File: config.mk
export PLATFORM = sky130hd
export DESIGN_NAME = genreg_bus_controller
export DESIGN_NICKNAME = d
export VERILOG_FILES = /design/src/rtl/genreg_bus_controller.sv
export SDC_FILE = /design/constraint.sdc
export NUM_CORES = 1
export LEC_CHECK = 0
export CORE_MARGIN = 1.5
export CORE_UTILIZATION = 45
export DETAILED_ROUTE_END_ITERATION = 10
export MAX_ROUTING_LAYER = met4
export PLACE_DENSITY = 0.87
export SKIP_LAST_GASP = 1
export SLEW_MARGIN = 5
export SYNTH_ARGS = -nofsm -noshare
export SYNTH_HDL_FRONTEND = slang
export SYNTH_SLANG_ARGS = --single-unit
File: constraint.sdc
create_clock -name clk -period 5.55 [get_ports clk]
set_clock_uncertainty 0.05 [all_clocks]
set_input_delay 1.11 -clock clk [delete_from_list [all_inputs] [get_ports clk]]
set_output_delay 1.11 -clock clk [all_outputs]
set_load 0.005 [all_outputs]
File: src/rtl/genreg_bus_controller.sv
// Generic register bus sequencer: decodes the R5 control word, runs one req/ack
// transaction with a timeout, captures read data and keeps sticky status.
module genreg_bus_controller #(
    parameter int ADDR_WIDTH     = 16,
    parameter int TIMEOUT_CYCLES = 255
) (
    input  logic                  clk,
    input  logic                  reset,
    input  logic [31:0]           addr_ctrl,
    input  logic [31:0]           wr_data,
    input  logic                  ctrl_we,
    output logic [31:0]           rd_data,
    output logic [31:0]           status,
    output logic                  busy,
    output logic                  bus_req,
    output logic                  bus_we,
    output logic [ADDR_WIDTH-1:0] bus_addr,
    output logic [31:0]           bus_wdata,
    input  logic [31:0]           bus_rdata,
    input  logic                  bus_ack,
    input  logic                  bus_err
);

    localparam logic [0:0]  S_IDLE  = 1'b0;
    localparam logic [0:0]  S_REQ   = 1'b1;
    localparam logic [15:0] TO_LAST = 16'(TIMEOUT_CYCLES - 1);

    typedef struct packed {
        logic                  we;
        logic [ADDR_WIDTH-1:0] addr;
        logic [31:0]           wdata;
    } txn_t;

    logic [0:0]  state;
    txn_t        txn;
    logic [15:0] req_cnt;
    logic [7:0]  txn_cnt;
    logic [31:0] rd_q;
    logic        done_q, err_q, tmo_q, ovr_q;

    logic start, clr, in_req, launch, ack_done, err_done, to_done, complete;
    logic [15:0] addr_ext;

    assign start    = ctrl_we & addr_ctrl[31];
    assign clr      = ctrl_we & addr_ctrl[29];
    assign in_req   = (state == S_REQ);
    assign launch   = start & ~in_req;
    // Error takes priority over a simultaneous ack; ack in the last cycle beats timeout.
    assign err_done = in_req & bus_err;
    assign ack_done = in_req & bus_ack & ~bus_err;
    assign to_done  = in_req & ~bus_ack & ~bus_err & (req_cnt == TO_LAST);
    assign complete = err_done | ack_done | to_done;

    always_ff @(posedge clk) begin
        if (reset) begin
            state   <= S_IDLE;
            txn     <= '0;
            req_cnt <= '0;
            txn_cnt <= '0;
            rd_q    <= '0;
            done_q  <= 1'b0;
            err_q   <= 1'b0;
            tmo_q   <= 1'b0;
            ovr_q   <= 1'b0;
        end else begin
            if (clr) begin
                done_q <= 1'b0;
                err_q  <= 1'b0;
                tmo_q  <= 1'b0;
                ovr_q  <= 1'b0;
            end
            if (launch) begin
                txn.we    <= addr_ctrl[30];
                txn.addr  <= addr_ctrl[ADDR_WIDTH-1:0];
                txn.wdata <= wr_data;
                done_q    <= 1'b0;
                err_q     <= 1'b0;
                tmo_q     <= 1'b0;
                req_cnt   <= '0;
                state     <= S_REQ;
            end
            // A start while busy is dropped; only the sticky flag records it.
            if (start && in_req)
                ovr_q <= 1'b1;
            if (in_req) begin
                if (complete) begin
                    state   <= S_IDLE;
                    done_q  <= 1'b1;
                    txn_cnt <= txn_cnt + 8'd1;
                    if (err_done)
                        err_q <= 1'b1;
                    if (to_done)
                        tmo_q <= 1'b1;
                    if (ack_done && !txn.we)
                        rd_q <= bus_rdata;
                end else begin
                    req_cnt <= req_cnt + 16'd1;
                end
            end
        end
    end

    always_comb begin
        addr_ext = '0;
        addr_ext[ADDR_WIDTH-1:0] = txn.addr;
    end

    assign bus_req   = in_req;
    assign busy      = in_req;
    assign bus_we    = txn.we;
    assign bus_addr  = txn.addr;
    assign bus_wdata = txn.wdata;
    assign rd_data   = rd_q;
    assign status    = {addr_ext, txn_cnt, 3'b000, ovr_q, tmo_q, err_q, done_q, in_req};

endmodule
# After elaboration in Yosys (flattened, before gate mapping)
# Cells that the tools add are included.
[totals]
ff_bits = 110
latch_bits = 0
ramBits = 0
mem_bits_ro = 0
in_bits = 101
wordCells = 56
mem_count = 0
[op_classes]
n_addsub = 2
mul = 0
div_mod_pow = 0
magnitude_cmp = 0
n_eq_ne = 1
n_shift = 0
muxes = 22
bitwise = 14
n_reduce_logical = 6
[ops]
columns = ["op", "n"]
rows = [
  ["2-to-1 mux 16 bit", 3],
  ["2-to-1 mux 1 bit", 19],
  ["adder 16 x 1 -> 16 bit (second input constant)", 1],
  ["equality test 16 x 8 -> 1 bit (second input constant)", 1],
  ["AND 1 bit", 9],
  ["adder 8 x 1 -> 8 bit (second input constant)", 1],
  ["NOT 1 bit", 3],
  ["AND reduction 3 bit", 1],
  ["logical AND 1 bit", 2],
  ["OR 1 bit", 2],
  ["AND reduction 2 bit", 1],
  ["nonzero test 2 bit", 1],
  ["zero test 1 bit", 1],
]

# Depth between registers and ports, before layout
# Gate-level depths: netlist of run 1.
[logic_depth]
ltp_word = 7
depth_mapped = 8

# Worst setup path after synthesis of run 1
# OpenSTA, ideal clock, no wires.
[synth_timing]
path_type = "input-to-reg"
start = "input port reset"
end = "register state (netlist: bus_req)"
setup_ns = 0.128
t_arrival_ns = 2.214
required_time_ns = 5.372
path_slack_ns = 3.158
cell_stages = 5
path_buffers = 4
cell_sequence = "clkbuf_1 clkbuf_1 clkbuf_1 clkbuf_1 nor2_1"
[synth_lines]
columns = ["item", "line_no", "source"]
rows = [
  ["start: declaration", "8", "input logic reset,"],
  ["end signal: assignment", "56", "state <= S_IDLE;"],
  ["end signal: assignment", "80", "state <= S_REQ;"],
  ["end signal: assignment", "87", "state <= S_IDLE;"],
  ["end: declaration", "34", "logic [0:0] state;"],
]
# No word-level cell between the ends.

# Worst setup path after layout of run 1
[layout_timing]
start = "input port bus_err"
end = "register req_cnt[6]"
[layout_via]
elab_chain_cells = 6
elab_cells_between_ends = 9
classes_between = "mux: 2; bitwise: 7"
[layout_lines]
columns = ["item", "line_no", "source"]
rows = [
  ["start: declaration", "21", "input logic bus_err"],
  ["NOT 1 bit", "50, 51", ""],
  ["AND 1 bit, on equally long branches", "50, 51", ""],
  ["OR 1 bit or AND 1 bit (tied branches)", "52, 51", ""],
  ["OR 1 bit (*)", "52", "assign complete = err_done | ack_done | to_done;"],
  ["2-to-1 mux 16 bit (*)", "86", "if (complete) begin"],
  ["2-to-1 mux 16 bit (*)", "85", "if (in_req) begin"],
  ["end signal: assignment", "97", "req_cnt <= req_cnt + 16'd1;"],
  ["end: declaration", "36", "logic [15:0] req_cnt;"],
]
# Mark *: on every way between the ends. The rest lies on a longest branch, timed or not.
# A chain may end at the register's enable or synchronous reset.

==> impl_results.md, run 1 <==
* Peak supply drop at roughly 160 uV
* Final setup fails at 0
* Metal3 WL at 727 um
* Share of cells above drive strength 1 at 0.0467
* CTS clk-pin slew, worst paths at 0.10 ns
* CP Class: primary input to flop
* Top cell type's share of synthesized area at 0.476
* Minimum clock period at around 3.5 ns
* Slew Viols, Final at 0
* Register area at approximately 2200 sq um
* Vias at ~4.5k
* Clock tree buffer depth at 2
* Mapped cell area at 4630 sq um
* Critical-path top delay cell: nor2_1
* Clk_lat worst skew at about 0.36 ns
* Multi-input gate area at about 2100 sq um
* CTS buffer count at 9
* Switching portion of total power at 0.251
* Drt wl/cell at roughly 15 um
* Post_cts resized at 0
* Setup Buffers After CTS at 0
* Max Cap Viol at 0
* Ports at 216
* Chip width at between 100 and 150 um
* R2R cell count at 4
* Root Driver: clkbuf_8
* Synth cell types at approximately 50
* Pwr dens at 229 nW/um^2
* Multiplexer area fraction after synthesis at 0.0235
* Worst Hold Class: flop to flop
* Hold slack final at 0.410 ns
* Post-Route M1 WL at approximately 5.2 mm
* Clk sinks at 110
* Top cells by area, synth: dfxtp_1, nand2_1, a21oi_1
* Ant diodes at 0
* Clock Power Share at 0.339
* Fillers at roughly 780
* Rows at 36
* Worst EP arrival at between 3 and 4 ns
* Sequential area share after synthesis at 0.476
* Dpl ws at ~1.7 ns
* Starting DRT DRC Count at around 250
* Final worst-path cycle share at 0.635
* Final worst slack at 2.03 ns
* Area grow syn2layout at 44.3%
* Final Hold Fails at 0
* Most used DFF post-synth: dfxtp_1
* Met2 routed WL at around 6.7 mm
* Post-synth top cells: nand2_1, dfxtp_1, a21oi_1
* Setup TNS at 0 ns
* Most frequent cell after synthesis: nand2_1
* Detailed Routing Iterations Pass 1 at 5
* Outcome: complete, no violations
* Die footprint at 10900 sq um
* Yosys reg bits at 110
* Comb power frac at 0.123
* Max FO, Critical Path at 20
* Post-synth EDFFs at 0
* Drt drc at 0
* Initial Util at 0.469
* Total gr overflow at 0
* Syn. warnings at 0
* Antenna viol nets, final at 0
* Slew HR at 0.153
* Routability cong. at between 0.8 and 0.9
* Hold depth at 2
* Least-Margin Pin Slew at about 1.3 ns
* CTS tree: built
* Fraction of registers with async set/reset at 0
* Finished Core Util at 0.678
* Reg power frac at 0.538
* Vias per inst at about 5.3
* Crit. End Element: flop
* Syn_area_per_cell at 8.04 sq um
* Uppermost routed layer: met4
* Critical Path RT at a little under 6 ns
* Dpl cell area at 6460 sq um
* Internal at 1.15 mW
* Die height at 104 um
* Leakage at 2.26 nW
* CP max stage delay at a little over 0.7 ns
* CP Launch Type: primary input
* RSZ-0062 raised after global routing: false
* Syn Inst Count at 576
* Largest family of logic cells by synthesized area: simple AND/OR/NAND/NOR gates
* Core area at 9860 sq um
* Final nets at around 830
* Xor-xnor portion of the synthesized cell area at 0
* HPWL Detailed at just over 9 mm
* Largest net degree at the start of global routing at between 100 and 150
* Initial antenna violation count at 0
* Largest area contributor in the netlist: dfxtp_1
* Area fraction in compound gates after synthesis at 0.148
* GRT Util Overall at 0.232
* Design Area, Final at approximately 6700 sq um
* Fmax at around 280 MHz
* Hold_buf cts at 0
* Switch Pwr at a little under 400 uW
* Adder-cell share of the synthesized area at 0.00811
* H-tree Lvls at 3
* Vias in the first global route at 4239
* I/O Buffers at between 150 and 200
* First-pass GRT wire length at between 20 and 25 mm
* Simple logic cell fraction of the synthesized area at 0.263
* Worst-path cell chain: clkdlybuf4s50_1 -> nor2_1 -> nand2_1 -> or4_1 -> a21oi_1
* Final wirelength at approximately 13 mm
[cells in the final DEF, fill, tap and decap left out, types with 4 or more instances in the layout]
cell             instances
clkdlybuf4s50_1        198
nand2_1                180
dfxtp_1                110
a21oi_1                 93
nor2_1                  13
nand3_1                 11
clkbuf_8                 9
or4_1                    8
nor2b_1                  8
nand4_1                  7
o211ai_1                 7
mux2_2                   5
nand2b_1                 5
or3_1                    4
buf_4                    4
[kinds of logic (layout without fill, tap and decap cells)]
logic type / after synthesis / after routing
AND/OR/NAND/NOR: 260 / 260
AO/OA/AOI/OAI: 121 / 121
flip-flops: 110 / 110
buffers and inverters: 71 / 221
multiplexers: 10 / 10
adder cells (fa/ha/maj): 3 / 3
other: 1 / 3
[flip-flops by register name, indices dropped and copies added (netlist names)]
name       cells
err_q          1
req_cnt       16
bus_we         1
bus_wdata     32
done_q         1
bus_addr      16
ovr_q          1
txn_cnt        8
tmo_q          1
bus_req        1
rd_data       32
[layout make-up]
class,count,share of cell area
inverters,3,0.00168
clock inverters,7,0.0142
repair buffers,202,0.301
well taps,133,0.0249
multi-input cells,397,0.310
flip-flops and latches,110,0.329
clock buffers,9,0.0185
[layer usage]
metal / GRT usage / up-vias
li1: - / 2214
met1: 0.267 / 2141
met2: 0.413 / 180
met3: 0.0363 / 13
met4: 0.0744 / 0
met5: - / -
[power by group through the flow]
stage / combinational, mW / clock [mW] / sequential (mW)
floorplan: 0.0698 / 0 / 0.842
global placement: 0.184 / 0 / 0.842
detailed placement: 0.189 / 0 / 0.843
CTS: 0.190 / 0.535 / 0.825
global route: 0.203 / 0.566 / 0.828
finish: 0.189 / 0.520 / 0.825
[metrics by stage]
stage                     total power [mW]  std cells
after CTS                             1.55        861
after global routing                  1.60        861
after global placement                1.03        845
after detailed placement              1.03        845
after floorplan                      0.912        578
final                                 1.53        861
[final timing paths]
kind,startpoint,endpoint,slack (ns)
worst max-delay path,bus_err,req_cnt[6]$_SDFF_PP0_,2.03
worst min-delay path,bus_wdata[11]$_SDFFE_PP0P_,bus_wdata[11]$_SDFFE_PP0P_,0.41
worst max register to register,bus_req$_SDFF_PP0_,req_cnt[1]$_SDFF_PP0_,2.89
worst min register to register,bus_wdata[11]$_SDFFE_PP0P_,bus_wdata[11]$_SDFFE_PP0P_,0.41
[worst max-delay path, delay by kind of cell]
| family | cells | cell delay, ns |
|---|---|---|
| buffers and inverters | 1 | 0.50 |
| AND/OR/NAND/NOR | 3 | 1.96 |
| AO/OA/AOI/OAI | 1 | 0.19 |
No activity file was read; power rests on OpenSTA's default activity.
==> run 2, diff against run 1 <==
Settings changed: CORE_UTILIZATION 45 to 41, PLACE_DENSITY 0.87 to 0.8.
Clock period 5.55 ns to 3.6 ns, I/O delays scaled along.
==> impl_results.md, run 2 (synthesized netlist as in run 1, its figures left out) <==
* Worst-path cell chain: clkdlybuf4s50_1
* Critical Path RT at 2.83 ns (-2.96 ns)
* CP Launch Type: flop
* Detailed Routing Iterations Pass 1 at 4 (-1)
* H-tree Lvls at 3 (unchanged)
* Final worst-path cycle share at 0.700
* Initial antenna violation count at 0 (unchanged)
* Die footprint at 11900 sq um (+9.5%)
* Chip width at 109 um (+4.6%)
* Max Cap Viol at 0 (unchanged)
* Area grow syn2layout at 46.8%
* Most frequent cells in the layout: clkdlybuf4s50_1, nand2_1, dfxtp_1
* Outcome: complete, no violations
* CTS clk-pin slew, worst paths at 0.07 ns (-0.03 ns)
* Register area at 2200 sq um (unchanged)
* Final Hold Fails at 0 (unchanged)
* Commonest non-fill, non-tap cell in the layout: clkdlybuf4s50_1
* Design Area, Final at 6800 sq um (+1.7%)
* Share of cells above drive strength 1 at 0.0493 (+0.00261)
* Total gr overflow at 0 (unchanged)
* Peak supply drop at 201 uV (+23%)
* CP max stage delay at 0.77 ns (+0.05 ns)
* Drt wl/cell at 14.2 um (-4.2%)
* Ports at 216 (unchanged)
* R2R cell count at 3 (-1)
* Vias at 4421 (-2.8%)
* HPWL Detailed at 8.53 mm (-6.0%)
* Minimum clock period at approximately 2.5 ns
* Clk_lat worst skew at 0.34 ns (-0.02 ns)
* Fillers at 949 (+22%)
* Max FO, Critical Path at 23 (+15%)
* Final setup fails at 0 (unchanged)
* Least-Margin Pin Slew at 1.17 ns (-0.0955 ns)
* Total design power at 2.58 mW (+68%)
* Pwr dens at 379 nW/um^2 (+65%)
* Final wirelength at 12.4 mm (-3.2%)
* Vias in the first global route at 4172 (-1.6%)
* Leakage at 2.30 nW (+1.8%)
* Setup TNS at 0 ns (unchanged)
* Clk sinks at 110 (unchanged)
* Setup Buffers After CTS at 0 (unchanged)
* Drt drc at 0 (unchanged)
* Crit. End Element: output port
* Clock tree buffer depth at 2 (unchanged)
* Largest net degree at the start of global routing at 118 (unchanged)
* Hold depth at 2 (unchanged)
* Critical path depth in cells at 1 (-4)
* Starting DRT DRC Count at 240 (-3.2%)
* Worst EP arrival at 1.75 ns (-2.01 ns)
* Worst Hold Class: flop to flop
* Core area at 10900 sq um (+11%)
* WP buf/inv at 1 (unchanged)
* Routability cong. at 0.840 (-3.5%)
* CTS tree: built
* Critical-path top delay cell: dfxtp_1
* Antenna viol nets, final at 0 (unchanged)
* Hold_buf cts at 0 (unchanged)
* Cell family with most CP delay: flip-flops
* First-pass GRT wire length at 18.9 mm (-6.8%)
* Multi-input gate area at 2070 sq um (unchanged)
* GRT Util Overall at 0.204 (-0.0283)
* Ant diodes at 0 (unchanged)
* Fmax at 397 MHz
* Final nets at 829 (+0.24%)
* Slew Viols, Final at 0 (unchanged)
* Initial Util at 0.423 (-0.0460)
* Slew HR at 0.219 (+0.0662)
* I/O Buffers at 199 (unchanged)
* Die height at 109 um (+4.6%)
* Dpl cell area at 6490 sq um (+0.37%)
* Post_cts resized at 0 (unchanged)
* Root Driver: clkbuf_16
* RSZ-0062 raised after global routing: false
* Vias per inst at 5.08 (-3.8%)
* CTS buffer count at 9 (unchanged)
* Rows at 38 (+5.6%)
* CP Class: flop to output port
run 2: changes by cell type in the layout (fill, tap and decap cells not counted):
| cell | previous run | this run |
|---|---|---|
| clkbuf_16 | 0 | 9 |
| clkbuf_8 | 9 | 1 |
| inv_8 | 2 | 0 |
| clkinvlp_4 | 0 | 3 |
| clkinv_8 | 1 | 0 |
| clkinv_4 | 0 | 1 |
| inv_6 | 3 | 1 |
| buf_4 | 4 | 6 |
run 2: area by class of cell:
| cell class | instances | area share |
|---|---|---|
| inverter | 3 | 0.00166 |
| clock inverter | 6 | 0.0103 |
| multi-input combinational | 397 | 0.305 |
| sequential | 110 | 0.324 |
| clock buffer | 10 | 0.0352 |
| tap | 140 | 0.0258 |
| timing repair buffer | 204 | 0.298 |
run 2: routing by layer:
layer / vias up / track usage / wire length, um
li1: 2219 / - / -
met1: 2012 / 0.233 / 5190
met2: 169 / 0.337 / 5870
met3: 21 / 0.0478 / 1030
met4: 0 / 0.0993 / 289
met5: - / - / 0
run 2: final timing paths:
| path | slack [ns] | startpoint | endpoint |
|---|---|---|---|
| min | 0.40 | rd_data[23]$_SDFFE_PP0P_ | rd_data[23]$_SDFFE_PP0P_ |
| max | 1.08 | bus_req$_SDFF_PP0_ | busy |
| min reg2reg | 0.40 | rd_data[23]$_SDFFE_PP0P_ | rd_data[23]$_SDFFE_PP0P_ |
| max reg2reg | 1.33 | bus_req$_SDFF_PP0_ | req_cnt[3]$_SDFF_PP0_ |
run 2: where the power goes:
part / internal [mW] / total, mW / switching, mW
combinational: 0.179 / 0.289 / 0.110
sequential: 1.25 / 1.27 / 0.0233
clock: 0.562 / 1.02 / 0.454
total: 1.99 / 2.58 / 0.588
run 2: per-stage QoR:
| stage | hold slack [ns] | util | cells | worst slack [ns] |
|---|---|---|---|---|
| 2_1_floorplan | 0.367 | - | 578 | 1.60 |
| 3_3_place_gp | 0.383 | 0.593 | 854 | 1.00 |
| 3_5_place_dp | 0.397 | 0.593 | 854 | 0.927 |
| 4_1_cts | 0.406 | 0.622 | 870 | 1.07 |
| 5_1_grt | 0.421 | 0.622 | 870 | 0.991 |
| 6_report | 0.403 | 0.622 | 870 | 1.08 |
run 2: worst register-to-register path: stages, from the launching register on:
cell and delay [ns]:
dfxtp_1 0.77, nand2_1 0.58, or4_1 0.63, a31oi_1 0.16
